==> config.mk <==
export PLATFORM = sky130hd
export DESIGN_NAME = regfile_wr_arbiter
export DESIGN_NICKNAME = d
export VERILOG_FILES = /design/src/rtl/regfile_wr_arbiter.sv
export SDC_FILE = /design/constraint.sdc
export NUM_CORES = 1
export LEC_CHECK = 0
export CORE_ASPECT_RATIO = 0.8
export CORE_MARGIN = 2
export CORE_UTILIZATION = 36
export CTS_CLUSTER_DIAMETER = 200
export DETAILED_ROUTE_END_ITERATION = 8
export HOLD_SLACK_MARGIN = 0.15
export PLACE_DENSITY = 0.82
export SLEW_MARGIN = 20
export SYNTH_ARGS = -nofsm -noshare
export SYNTH_HDL_FRONTEND = slang
export SYNTH_SLANG_ARGS = --single-unit
==> constraint.sdc <==
create_clock -name clk -period 3.22 [get_ports clk]
set_input_delay 0.644 -clock clk [delete_from_list [all_inputs] [get_ports clk]]
set_output_delay 0.644 -clock clk [all_outputs]
set_load 0.03 [all_outputs]
==> src/rtl/regfile_wr_arbiter.sv <==
// -----------------------------------------------------------------------------
// regfile_wr_arbiter
// Round-robin arbiter that shares the single write port of the SIMD register
// file between NREQ write-back sources. One valid/ready request is accepted per
// cycle. The accepted write is presented to the register file one cycle later
// on registered rd_wr_en/rd/wr_data.
//
// Parameters
//   NREQ  number of requesters (2..8)
//   AW    register address width
//   DW    write data width
//
// Ports
//   clk           in   clock, posedge active
//   rst_n         in   asynchronous active-low reset
//   arb_en        in   1 = arbitrate, 0 = freeze (no grants)
//   req_valid     in   [NREQ]     per-requester write request
//   req_rd        in   [NREQ*AW]  dest address, requester i at [i*AW +: AW]
//   req_data      in   [NREQ*DW]  write data, requester i at [i*DW +: DW]
//   req_ready     out  [NREQ]     one-hot grant (combinational)
//   rd_wr_en      out  register file write enable (registered)
//   rd            out  [AW]       register file write address (registered)
//   wr_data       out  [DW]       register file write data (registered)
//   grant_id      out  [3]        index of the last accepted requester (registered)
//   conflict_cnt  out  [16]       only when REGFILE_WR_ARB_STATS_EN is defined:
//                                 saturating count of enabled cycles with >=2 requests
//
// Build option: REGFILE_WR_ARB_STATS_EN
// -----------------------------------------------------------------------------
module regfile_wr_arbiter #(
    parameter int unsigned NREQ = 4,
    parameter int unsigned AW   = 5,
    parameter int unsigned DW   = 16
) (
    input  logic                 clk,
    input  logic                 rst_n,
    input  logic                 arb_en,
    input  logic [NREQ-1:0]      req_valid,
    input  logic [NREQ*AW-1:0]   req_rd,
    input  logic [NREQ*DW-1:0]   req_data,
    output logic [NREQ-1:0]      req_ready,
    output logic                 rd_wr_en,
    output logic [AW-1:0]        rd,
    output logic [DW-1:0]        wr_data,
`ifdef REGFILE_WR_ARB_STATS_EN
    output logic [2:0]           grant_id,
    output logic [15:0]          conflict_cnt
`else
    output logic [2:0]           grant_id
`endif
);

    localparam int unsigned PW = (NREQ > 1) ? $clog2(NREQ) : 1;
    localparam int unsigned GW = 3;

    logic [PW-1:0]   r_ptr;
    logic [PW-1:0]   w_ptr_nxt;
    logic [PW-1:0]   w_gnt_idx;
    logic            w_found;
    logic [NREQ-1:0] w_grant;
    logic [AW-1:0]   w_sel_rd;
    logic [DW-1:0]   w_sel_data;

    logic            r_wr_en;
    logic [AW-1:0]   r_rd;
    logic [DW-1:0]   r_wr_data;
    logic [GW-1:0]   r_grant_id;
    logic            w_wr_en_nxt;
    logic [AW-1:0]   w_rd_nxt;
    logic [DW-1:0]   w_wr_data_nxt;
    logic [GW-1:0]   w_grant_id_nxt;

    // Rotating priority search: first valid requester at ptr, ptr+1, ... wrapping.
    always_comb begin : p_search
        logic [PW-1:0] idx;
        w_found   = 1'b0;
        w_gnt_idx = '0;
        idx       = '0;
        if (arb_en) begin
            for (int unsigned k = 0; k < NREQ; k++) begin
                idx = PW'((32'(r_ptr) + k) % NREQ);
                if (!w_found && req_valid[idx]) begin
                    w_found   = 1'b1;
                    w_gnt_idx = idx;
                end
            end
        end
    end

    assign w_grant = w_found ? (NREQ'(1) << w_gnt_idx) : '0;

    // Grants are suppressed while reset is asserted so nothing is lost.
    assign req_ready = rst_n ? w_grant : '0;

    // Payload mux for the granted requester.
    always_comb begin : p_sel
        w_sel_rd   = '0;
        w_sel_data = '0;
        for (int unsigned i = 0; i < NREQ; i++) begin
            if (w_gnt_idx == PW'(i)) begin
                w_sel_rd   = req_rd[i*AW +: AW];
                w_sel_data = req_data[i*DW +: DW];
            end
        end
    end

    // Next pointer and write-port values; r0 writes are accepted but not enabled.
    always_comb begin : p_next
        w_ptr_nxt      = r_ptr;
        w_wr_en_nxt    = 1'b0;
        w_rd_nxt       = r_rd;
        w_wr_data_nxt  = r_wr_data;
        w_grant_id_nxt = r_grant_id;
        if (w_found) begin
            w_ptr_nxt      = (32'(w_gnt_idx) == NREQ - 1) ? '0 : w_gnt_idx + PW'(1);
            w_wr_en_nxt    = (w_sel_rd != '0);
            w_rd_nxt       = w_sel_rd;
            w_wr_data_nxt  = w_sel_data;
            w_grant_id_nxt = GW'(w_gnt_idx);
        end
    end

    // Pointer and registered write port.
    always_ff @(posedge clk or negedge rst_n) begin
        if (!rst_n) begin
            r_ptr      <= '0;
            r_wr_en    <= 1'b0;
            r_rd       <= '0;
            r_wr_data  <= '0;
            r_grant_id <= '0;
        end else begin
            r_ptr      <= w_ptr_nxt;
            r_wr_en    <= w_wr_en_nxt;
            r_rd       <= w_rd_nxt;
            r_wr_data  <= w_wr_data_nxt;
            r_grant_id <= w_grant_id_nxt;
        end
    end

    assign rd_wr_en = r_wr_en;
    assign rd       = r_rd;
    assign wr_data  = r_wr_data;
    assign grant_id = r_grant_id;

`ifdef REGFILE_WR_ARB_STATS_EN
    logic [15:0] r_conflict_cnt;
    logic        w_multi;

    // Contention: arbitration enabled with two or more requesters waiting.
    always_comb begin : p_multi
        int unsigned n;
        n = 0;
        for (int unsigned i = 0; i < NREQ; i++) begin
            n = n + 32'(req_valid[i]);
        end
        w_multi = arb_en && (n >= 2);
    end

    // Saturating contention counter.
    always_ff @(posedge clk or negedge rst_n) begin
        if (!rst_n) begin
            r_conflict_cnt <= '0;
        end else if (w_multi && (r_conflict_cnt != 16'hFFFF)) begin
            r_conflict_cnt <= r_conflict_cnt + 16'd1;
        end
    end

    assign conflict_cnt = r_conflict_cnt;
`endif

endmodule

==> impl_results.html, run 1 <==
<table>
<tr><th>Metric</th><th>Value</th></tr>
<tr><th colspan="2">Status</th></tr>
<tr><td>Outcome</td><td>finished clean</td></tr>
<tr><th colspan="2">GRT</th></tr>
<tr><td>Global-route wire length before repair</td><td>8840 um</td></tr>
<tr><td>GRT overflow</td><td>0</td></tr>
<tr><td>Maximum number of pins on one net before global-route repair</td><td>41</td></tr>
<tr><td>Via count of the first global-routing pass</td><td>1913</td></tr>
<tr><td>All-layer global routing usage</td><td>0.211</td></tr>
<tr><td>Number of antenna violations at the first check in global routing</td><td>0</td></tr>
<tr><th colspan="2">Detailed routing</th></tr>
<tr><td>Total vias in the final route</td><td>2062</td></tr>
<tr><td>Iteration count of the initial detailed-routing pass</td><td>4</td></tr>
<tr><td>Wire length per cell after detailed routing</td><td>14.5 um</td></tr>
<tr><td>Post-route DRC</td><td>0</td></tr>
<tr><td>Number of design-rule violations left by the first detailed-router iteration</td><td>111</td></tr>
<tr><td>Antenna violation net count after detailed routing</td><td>0</td></tr>
<tr><td>Vias/cell</td><td>5.13</td></tr>
<tr><td>Detailed-route wire length</td><td>5830 um</td></tr>
<tr><th colspan="2">Cells and area</th></tr>
<tr><td>Layout area overhead</td><td>81.2%</td></tr>
<tr><td>Net count of the finished layout</td><td>438</td></tr>
<tr><td>Non-filler cells in the finished layout</td><td>402</td></tr>
<tr><td>Count of inserted antenna diode cells</td><td>0</td></tr>
<tr><td>Share of the core filled with cells in the final layout</td><td>0.683</td></tr>
<tr><td>Sequential cell area</td><td>651 um2</td></tr>
<tr><td>Multi-input combinational cell area</td><td>987 um2</td></tr>
<tr><td># fillers</td><td>403</td></tr>
<tr><td>Final standard cell area without fillers</td><td>0.00316 mm2</td></tr>
<tr><td>Share of final-layout standard cells stronger than drive strength 1</td><td>0.114</td></tr>
<tr><th colspan="2">Logic synthesis</th></tr>
<tr><td>Flops &amp; latches, synth</td><td>26</td></tr>
<tr><td>Multiplexer share of the synthesized area</td><td>0.0122</td></tr>
<tr><td>Netlist cell types</td><td>31</td></tr>
<tr><td>Fraction of synthesis flops using an asynchronous set or reset pin</td><td>1.00</td></tr>
<tr><td>Post-synthesis share of cell area spent on and, or, nand and nor gates</td><td>0.226</td></tr>
<tr><td>Leading register cell type out of synthesis</td><td>dfrtp_1</td></tr>
<tr><td>Dominant combinational cell family by area after synthesis</td><td>compound AO/OA/AOI/OAI gates</td></tr>
<tr><td>Share of the synthesized netlist area taken by xor and xnor gates</td><td>0</td></tr>
<tr><td>Number of warnings reported in the yosys synthesis log</td><td>0</td></tr>
<tr><td>Mean Syn Cell Area</td><td>8.18 um2</td></tr>
<tr><td>Portion of the post-synthesis area used by sequential elements</td><td>0.373</td></tr>
<tr><td>Cell area after technology mapping</td><td>0.00174 mm2</td></tr>
<tr><td>Fraction of the mapped netlist area in compound gates</td><td>0.291</td></tr>
<tr><td>Count of mapped cells out of synthesis</td><td>213</td></tr>
<tr><td>Adder-Cell Fraction of Synth Area</td><td>0.0287</td></tr>
<tr><td>Number of enable flip-flop cells after synthesis</td><td>0</td></tr>
<tr><td>Synthesized netlist net count</td><td>308</td></tr>
<tr><th colspan="2">Timing</th></tr>
<tr><td>Max Transition Viols Final</td><td>0</td></tr>
<tr><td>Highest achievable clock rate</td><td>0.320 GHz</td></tr>
<tr><td>Final Hold Fails</td><td>0</td></tr>
<tr><td>Clock tree skew after final layout</td><td>1.94 ps</td></tr>
<tr><td>Setup Viol. Count Final</td><td>0</td></tr>
<tr><td>Clock period minus final worst setup slack</td><td>3120 ps</td></tr>
<tr><td>Final Cycle Share</td><td>0.970</td></tr>
<tr><td>Setup repair after global routing missed its margin</td><td>no</td></tr>
<tr><td>Post-route worst hold slack</td><td>480 ps</td></tr>
<tr><th colspan="2">Job</th></tr>
<tr><td>Max cap viols</td><td>0</td></tr>
<tr><th colspan="2">Floorplanning</th></tr>
<tr><td>Die W</td><td>81.8 um</td></tr>
<tr><td>I/O pin cnt</td><td>120</td></tr>
<tr><td>DIE HEIGHT</td><td>66.2 um</td></tr>
<tr><td>Die area</td><td>0.00542 mm2</td></tr>
<tr><td>Area inside the core boundary</td><td>0.00462 mm2</td></tr>
<tr><td>Row count</td><td>22</td></tr>
<tr><td>Initial core utilization</td><td>0.377</td></tr>
<tr><th colspan="2">Placement</th></tr>
<tr><td>Post-DP HPWL</td><td>4580 um</td></tr>
<tr><td>Quantity of I/O buffers inserted on ports</td><td>118</td></tr>
<tr><td>Final weighted congestion in routability-driven placement</td><td>0.776</td></tr>
<tr><td>Post-placement cell area</td><td>0.00310 mm2</td></tr>
<tr><td>Placed Instances</td><td>398</td></tr>
<tr><th colspan="2">CTS</th></tr>
<tr><td>Worst-skew pair later-pin latency</td><td>260 ps</td></tr>
<tr><td>Worst-path clk slew</td><td>90 ps</td></tr>
<tr><td>Number of buffers inserted to repair setup after CTS</td><td>0</td></tr>
<tr><td>CTS sink cnt</td><td>26</td></tr>
<tr><td>Number of buffers added by the clock tree synthesis step</td><td>3</td></tr>
<tr><td>Clock Path Buffers</td><td>2</td></tr>
<tr><td>Buffer type at the clock tree root</td><td>clkbuf_8</td></tr>
<tr><td>Number of H-tree levels</td><td>1</td></tr>
<tr><td>Clock tree from TritonCTS</td><td>built</td></tr>
<tr><th colspan="2">Setup path</th></tr>
<tr><td>Most used cell along the critical path</td><td>buf_4</td></tr>
<tr><td>CP max FO</td><td>5</td></tr>
<tr><td>Type of the worst setup path</td><td>input pin to primary output</td></tr>
<tr><td>Setup crit end kind</td><td>primary output</td></tr>
<tr><td>Cell-by-cell listing of the critical path</td><td>dlygate4sd2_1 -&gt; nand2b_4 -&gt; a21oi_1 -&gt; o21ai_0 -&gt; a221oi_2 -&gt; inv_1 -&gt; buf_4 -&gt; ha_2 -&gt; and3_1 -&gt; buf_4</td></tr>
<tr><td>Required time at the worst-slack endpoint</td><td>2580 ps</td></tr>
<tr><td>Startpoint types</td><td>input pin</td></tr>
<tr><td>Signal arrival time at the worst endpoint</td><td>2480 ps</td></tr>
<tr><td>Max stage delay cell, worst path</td><td>a221oi_2</td></tr>
<tr><td>Delay of the slowest cell on the worst path</td><td>330 ps</td></tr>
<tr><th colspan="2">Power and ir drop</th></tr>
<tr><td>Pwr/cell area</td><td>504 mW/mm2</td></tr>
<tr><td>Maximum vdd ir drop</td><td>0.310 mV</td></tr>
<tr><td>Leak Pwr</td><td>0.00132 uW</td></tr>
<tr><td>Final Power</td><td>1590 uW</td></tr>
<tr><th colspan="2">Worst hold path</th></tr>
<tr><td>Type of the worst min-delay path</td><td>flip-flop to flip-flop</td></tr>
</table>
timing repair:
action                                  CTS  global route
pin swaps                                 1             1
endpoints found under the setup margin    4             5
gates resized for setup                   5             5
endpoints found under the hold margin     0             0
hold buffers                              0             0
worst max-delay path, delay by kind of cell:
kind	cells	cell delay, ps
buf+inv	4	730
compound gates	3	590
simple gates	2	330
fa+ha+maj	1	190
placed cells by master, fill, tap and decap left out, drive strengths merged, types with 5 or more instances in the layout:
| cell type | count |
|---|---|
| buf | 28 |
| o21ai | 6 |
| a21oi | 36 |
| nor2b | 17 |
| dfrtp | 26 |
| nor3 | 16 |
| inv | 6 |
| nand2 | 16 |
| nor2 | 22 |
| clkdlybuf4s50 | 110 |
| a221oi | 17 |
| clkbuf | 5 |
report_power, final:
| group | total (uW) | internal (uW) | switching, uW | leakage [uW] |
|---|---|---|---|---|
| registers | 469 | 413 | 55.6 | 0.000306 |
| logic | 917 | 446 | 471 | 0.000989 |
| clock network | 207 | 109 | 97.8 | 0.0000288 |
through the flow:
stage	worst slack [ps]	setup TNS [ps]
after floorplan	158	0
after global placement	-286	-1140
after detailed placement	-371	-3480
after CTS	6.06	0
after global routing	9.80	0
final	96.5	0
synth_stat cells, types with 4 or more instances:
cell type  instances  area [um2]
a21oi_1           36         180
a221oi_1          16         140
a22oi_1            4        30.0
and3_1             4        25.0
buf_2              5        25.0
clkbuf_1          10        37.5
dfrtp_1           26         651
ha_1               4        50.1
inv_1              6        22.5
nand2_1           16        60.1
nand2b_1           4        25.0
nor2_1            22        82.6
nor2b_1           17         106
nor3_1            16        80.1
o21ai_0            6        30.0
flip-flops by register name, indices dropped and copies added (netlist names):
register,cells
rd_wr_en,1
r_ptr,2
rd,5
wr_data,16
grant_id,2
per-layer routing:
metal  up-vias  global-route usage  routed length, um
met1       953               0.252               2510
met2        74               0.383               2830
met3         2              0.0587                478
met5         -                   0                  0
met4         0              0.0271                 19
li1       1033                   -                  -
area by class of cell:
cell class,count,area share
clock buffers,4,0.0174
inverters,6,0.00713
multi-input cells,163,0.313
flip-flops and latches,26,0.206
well taps,60,0.0238
repair buffers,143,0.433
kinds of logic (layout without fill, tap and decap cells):
kind of cell	after synthesis	count (layout)
adders and majority gates	4	4
buffers and inverters	24	153
and+or+nand+nor	81	81
other	1	1
muxes	2	2
DFF	26	26
AOI/OAI and AO/OA	75	75
final timing paths:
path,startpoint,to,slack [ps],cells past startpoint
worst max-delay path,req_valid[0],req_ready[1],100,10
worst min-delay path,rd[1],rd[1],480,2
worst max register to register,r_ptr[1],wr_data[11],520,13
worst min register to register,rd[1],rd[1],480,2
max in group asynchronous,rst_n,wr_data[6],2150,2
min in group asynchronous,rst_n,rd[2],810,2
(Power assumes the default switching activity.)
==> run 2, diff against run 1 <==
--- a/config.mk
+++ b/config.mk
@@ -5,13 +5,14 @@
 export SDC_FILE = /design/constraint.sdc
 export NUM_CORES = 1
 export LEC_CHECK = 0
+export CAP_MARGIN = 20
 export CORE_ASPECT_RATIO = 0.8
 export CORE_MARGIN = 2
-export CORE_UTILIZATION = 36
+export CORE_UTILIZATION = 50
 export CTS_CLUSTER_DIAMETER = 200
 export DETAILED_ROUTE_END_ITERATION = 8
+export DONT_BUFFER_PORTS = 1
 export HOLD_SLACK_MARGIN = 0.15
-export PLACE_DENSITY = 0.82
 export SLEW_MARGIN = 20
 export SYNTH_ARGS = -nofsm -noshare
 export SYNTH_HDL_FRONTEND = slang
==> constraint.sdc (replaced) <==
create_clock -name clk -period 3.15 [get_ports clk]
set_input_delay 0.63 -clock clk [delete_from_list [all_inputs] [get_ports clk]]
set_output_delay 0.63 -clock clk [all_outputs]
set_load 0.03 [all_outputs]
==> run 2 against run 1 <==
Against the previous run: sequential power is 41% higher; largest cell class is now multi-input combinational cells; wire length is 21% lower; first-iteration DRC count shrank 15%; register-to-register slack better by 20 ps; sequential share of layout area up 14 points.
==> impl_results.html, run 2 (same netlist as run 1, synthesis figures left out) <==
<table>
<tr><th>Metric</th><th>Value</th></tr>
<tr><th colspan="2">Setup path</th></tr>
<tr><td>Cell-by-cell listing of the critical path</td><td>nand3b_1 -&gt; o21ai_0 -&gt; nand2b_1 -&gt; a221oi_2 -&gt; inv_1 -&gt; ha_1 -&gt; and3_1 -&gt; buf_4</td></tr>
<tr><td>Required time at the worst-slack endpoint</td><td>2520 ps (-60 ps)</td></tr>
<tr><td>Max stage delay cell, worst path</td><td>dfrtp_1</td></tr>
<tr><td>Register-to-register setup slack</td><td>540 ps (+20 ps)</td></tr>
<tr><td>Combined buffer and inverter count along the critical path</td><td>2 (-2)</td></tr>
<tr><td>Type of the worst setup path</td><td>flip-flop to primary output</td></tr>
<tr><td>Kind of cell with the highest combined delay on the critical path</td><td>compound AO/OA/AOI/OAI gates</td></tr>
<tr><td>CP max FO</td><td>7 (+2)</td></tr>
<tr><td>Delay of the slowest cell on the worst path</td><td>460 ps (+130 ps)</td></tr>
<tr><td>Signal arrival time at the worst endpoint</td><td>2180 ps (-300 ps)</td></tr>
<tr><td>Reg-to-reg startpoint</td><td>r_ptr[1]</td></tr>
<tr><td>Startpoint types</td><td>flip-flop</td></tr>
<tr><td>Setup crit end kind</td><td>primary output</td></tr>
<tr><td>Capturing point of the worst reg2reg path</td><td>rd_wr_en</td></tr>
<tr><td>Length in cells of the worst reg-to-reg path</td><td>10 (-3)</td></tr>
<tr><th colspan="2">GRT</th></tr>
<tr><td>Global-route wire length before repair</td><td>7330 um (-17%)</td></tr>
<tr><td>Maximum number of pins on one net before global-route repair</td><td>41 (unchanged)</td></tr>
<tr><td>All-layer global routing usage</td><td>0.229 (+0.0182)</td></tr>
<tr><td>Via count of the first global-routing pass</td><td>1523 (-20%)</td></tr>
<tr><td>Met1 track demand over resource</td><td>0.269 (+0.0164)</td></tr>
<tr><td>Layer with the highest usage</td><td>met2</td></tr>
<tr><td>Number of antenna violations at the first check in global routing</td><td>0 (unchanged)</td></tr>
<tr><td>GRT overflow</td><td>0 (unchanged)</td></tr>
<tr><td>Global routing usage on met3</td><td>0.0754 (+0.0167)</td></tr>
<tr><td>Met2 global-route usage</td><td>0.416 (+0.0332)</td></tr>
<tr><th colspan="2">Floorplanning</th></tr>
<tr><td>Die W</td><td>70.0 um (-14%)</td></tr>
<tr><td>Area inside the core boundary</td><td>0.00338 mm2 (-27%)</td></tr>
<tr><td>Die area</td><td>0.00398 mm2 (-27%)</td></tr>
<tr><td>Initial core utilization</td><td>0.516 (+0.139)</td></tr>
<tr><td>I/O pin cnt</td><td>120 (unchanged)</td></tr>
<tr><td>Row count</td><td>19 (-14%)</td></tr>
<tr><td>DIE HEIGHT</td><td>56.8 um (-14%)</td></tr>
<tr><th colspan="2">CTS</th></tr>
<tr><td>Cells resized by post-CTS repair</td><td>0 (-5)</td></tr>
<tr><td>Number of buffers added by the clock tree synthesis step</td><td>3 (unchanged)</td></tr>
<tr><td>CTS sink cnt</td><td>26 (unchanged)</td></tr>
<tr><td>Worst-skew pair later-pin latency</td><td>260 ps (about the same)</td></tr>
<tr><td>Worst-path clk slew</td><td>90 ps (about the same)</td></tr>
<tr><td>Number of H-tree levels</td><td>1 (unchanged)</td></tr>
<tr><td>Clock Path Buffers</td><td>2 (unchanged)</td></tr>
<tr><td>Clock tree from TritonCTS</td><td>built</td></tr>
<tr><td>Buffer type at the clock tree root</td><td>clkbuf_8</td></tr>
<tr><th colspan="2">Detailed routing</th></tr>
<tr><td>Vias/cell</td><td>6.32 (+23%)</td></tr>
<tr><td>Detailed-route wire length</td><td>4590 um (-21%)</td></tr>
<tr><td>Iteration count of the initial detailed-routing pass</td><td>4 (unchanged)</td></tr>
<tr><td>Antenna violation net count after detailed routing</td><td>0 (unchanged)</td></tr>
<tr><td>Total vias in the final route</td><td>1611 (-22%)</td></tr>
<tr><td>Wire length per cell after detailed routing</td><td>18.0 um (+24%)</td></tr>
<tr><td>Number of design-rule violations left by the first detailed-router iteration</td><td>94 (-15%)</td></tr>
<tr><td>Post-route DRC</td><td>0 (unchanged)</td></tr>
<tr><th colspan="2">Timing</th></tr>
<tr><td>Setup Viol. Count Final</td><td>0 (unchanged)</td></tr>
<tr><td>Highest achievable clock rate</td><td>0.356 GHz</td></tr>
<tr><td>Setup repair after global routing missed its margin</td><td>no</td></tr>
<tr><td>Clock tree skew after final layout</td><td>1.53 ps (-0.402 ps)</td></tr>
<tr><td>Final Cycle Share</td><td>0.892</td></tr>
<tr><td>Aggregate negative setup slack</td><td>0 ps (unchanged)</td></tr>
<tr><td>Clock period minus final worst setup slack</td><td>2810 ps</td></tr>
<tr><td>Max Transition Viols Final</td><td>0 (unchanged)</td></tr>
<tr><td>Final Hold Fails</td><td>0 (unchanged)</td></tr>
<tr><th colspan="2">Cells and area</th></tr>
<tr><td>Count of inserted antenna diode cells</td><td>0 (unchanged)</td></tr>
<tr><td>Number of flip-flops in the largest register</td><td>16 (unchanged)</td></tr>
<tr><td>Most frequent standard cell in the layout excluding fill and tap cells</td><td>a21oi_1</td></tr>
<tr><td>Layout area overhead</td><td>7.61%</td></tr>
<tr><td>Non-filler cells in the finished layout</td><td>255 (-37%)</td></tr>
<tr><td>Share of final-layout standard cells stronger than drive strength 1</td><td>0.103 (-0.0107)</td></tr>
<tr><td>Highest-count cells in the layout ignoring fill and taps</td><td>a21oi_1, dfrtp_1, nor2_1, nor2b_1</td></tr>
<tr><td>Net count of the finished layout</td><td>309 (-29%)</td></tr>
<tr><th colspan="2">Placement</th></tr>
<tr><td>Post-DP HPWL</td><td>3440 um (-25%)</td></tr>
<tr><td>Quantity of I/O buffers inserted on ports</td><td>0 (-100%)</td></tr>
<tr><td>Final weighted congestion in routability-driven placement</td><td>0.804 (+3.6%)</td></tr>
<tr><td>Placed Instances</td><td>250 (-37%)</td></tr>
<tr><th colspan="2">Power and ir drop</th></tr>
<tr><td>Leak Pwr</td><td>0.000788 uW (-40%)</td></tr>
<tr><td>Maximum vdd ir drop</td><td>0.416 mV (+34%)</td></tr>
<tr><td>Pwr/cell area</td><td>692 mW/mm2 (+37%)</td></tr>
<tr><th colspan="2">Job</th></tr>
<tr><td>Max cap viols</td><td>0 (unchanged)</td></tr>
<tr><th colspan="2">Worst hold path</th></tr>
<tr><td>Type of the worst min-delay path</td><td>input pin to async pin</td></tr>
<tr><th colspan="2">Status</th></tr>
<tr><td>Outcome</td><td>finished clean</td></tr>
</table>
run 2: cell count changes in the layout (fill, tap and decap cells not counted):
cell / previous run / this run
clkdlybuf4s50_1: 110 / 0
nand2b_1: 3 / 4
ha_2: 1 / 0
buf_4: 27 / 13
dlymetal6s2s_1: 1 / 0
nand2b_4: 1 / 0
ha_1: 3 / 4
o21ai_1: 1 / 0
o21ai_0: 5 / 6
dlygate4sd2_1: 3 / 0
clkbuf_2: 1 / 0
run 2: routing by layer:
metal  vias to the layer above  share of wire
li1                        777              -
met1                       747           0.39
met2                        85           0.49
met3                         2           0.11
met4                         0         0.0035
met5                         -              0
run 2: what timing repair did:
action	CTS	global route
buffers inserted	0	0
hold endpoints to repair	26	0
hold buffers	1	0
run 2: worst max-delay path by stage:
stage,start,to,cells after the start
final,r_ptr[1],req_ready[1],8
after global routing,r_ptr[1],req_ready[1],8
after CTS,r_ptr[1],req_ready[1],8
after detailed placement,req_valid[0],wr_data[9],12
after global placement,req_valid[0],rd_wr_en,12
after floorplan,req_valid[0],req_ready[3],8
run 2: layout make-up:
class	count	area (um2)
Clock buffer	4	55.1
Sequential cell	26	651
Multi-Input combinational cell	163	977
Timing Repair Buffer	14	118
Tap cell	42	52.6
Inverter	6	22.5
Fill cell	331	1500
run 2: worst reg2reg max path, delay by kind of cell (launching register included):
family          cells  cell delay (ps)
mux                 1              200
fa+ha+maj           1              230
simple gates        2              450
compound gates      4              740
buf+inv             2              380
flops               1              470
run 2: where the power goes:
group	internal [uW]	switching (uW)
clock network	112	105
registers	420	239
logic	188	234
total	720	578
run 2: per-stage QoR:
step | hold slack (ps) | power (uW) | instance area, um2 | util | setup slack (ps)
global route | 159 | 1400 | 1880 | 0.556 | 113
CTS | 168 | 1310 | 1880 | 0.556 | 334
floorplan | 334 | 983 | 1740 | - | 116
finish | 169 | 1300 | 1880 | 0.556 | 340
detailed placement | 335 | 1080 | 1800 | 0.533 | 355
global placement | 335 | 1060 | 1800 | 0.533 | 452
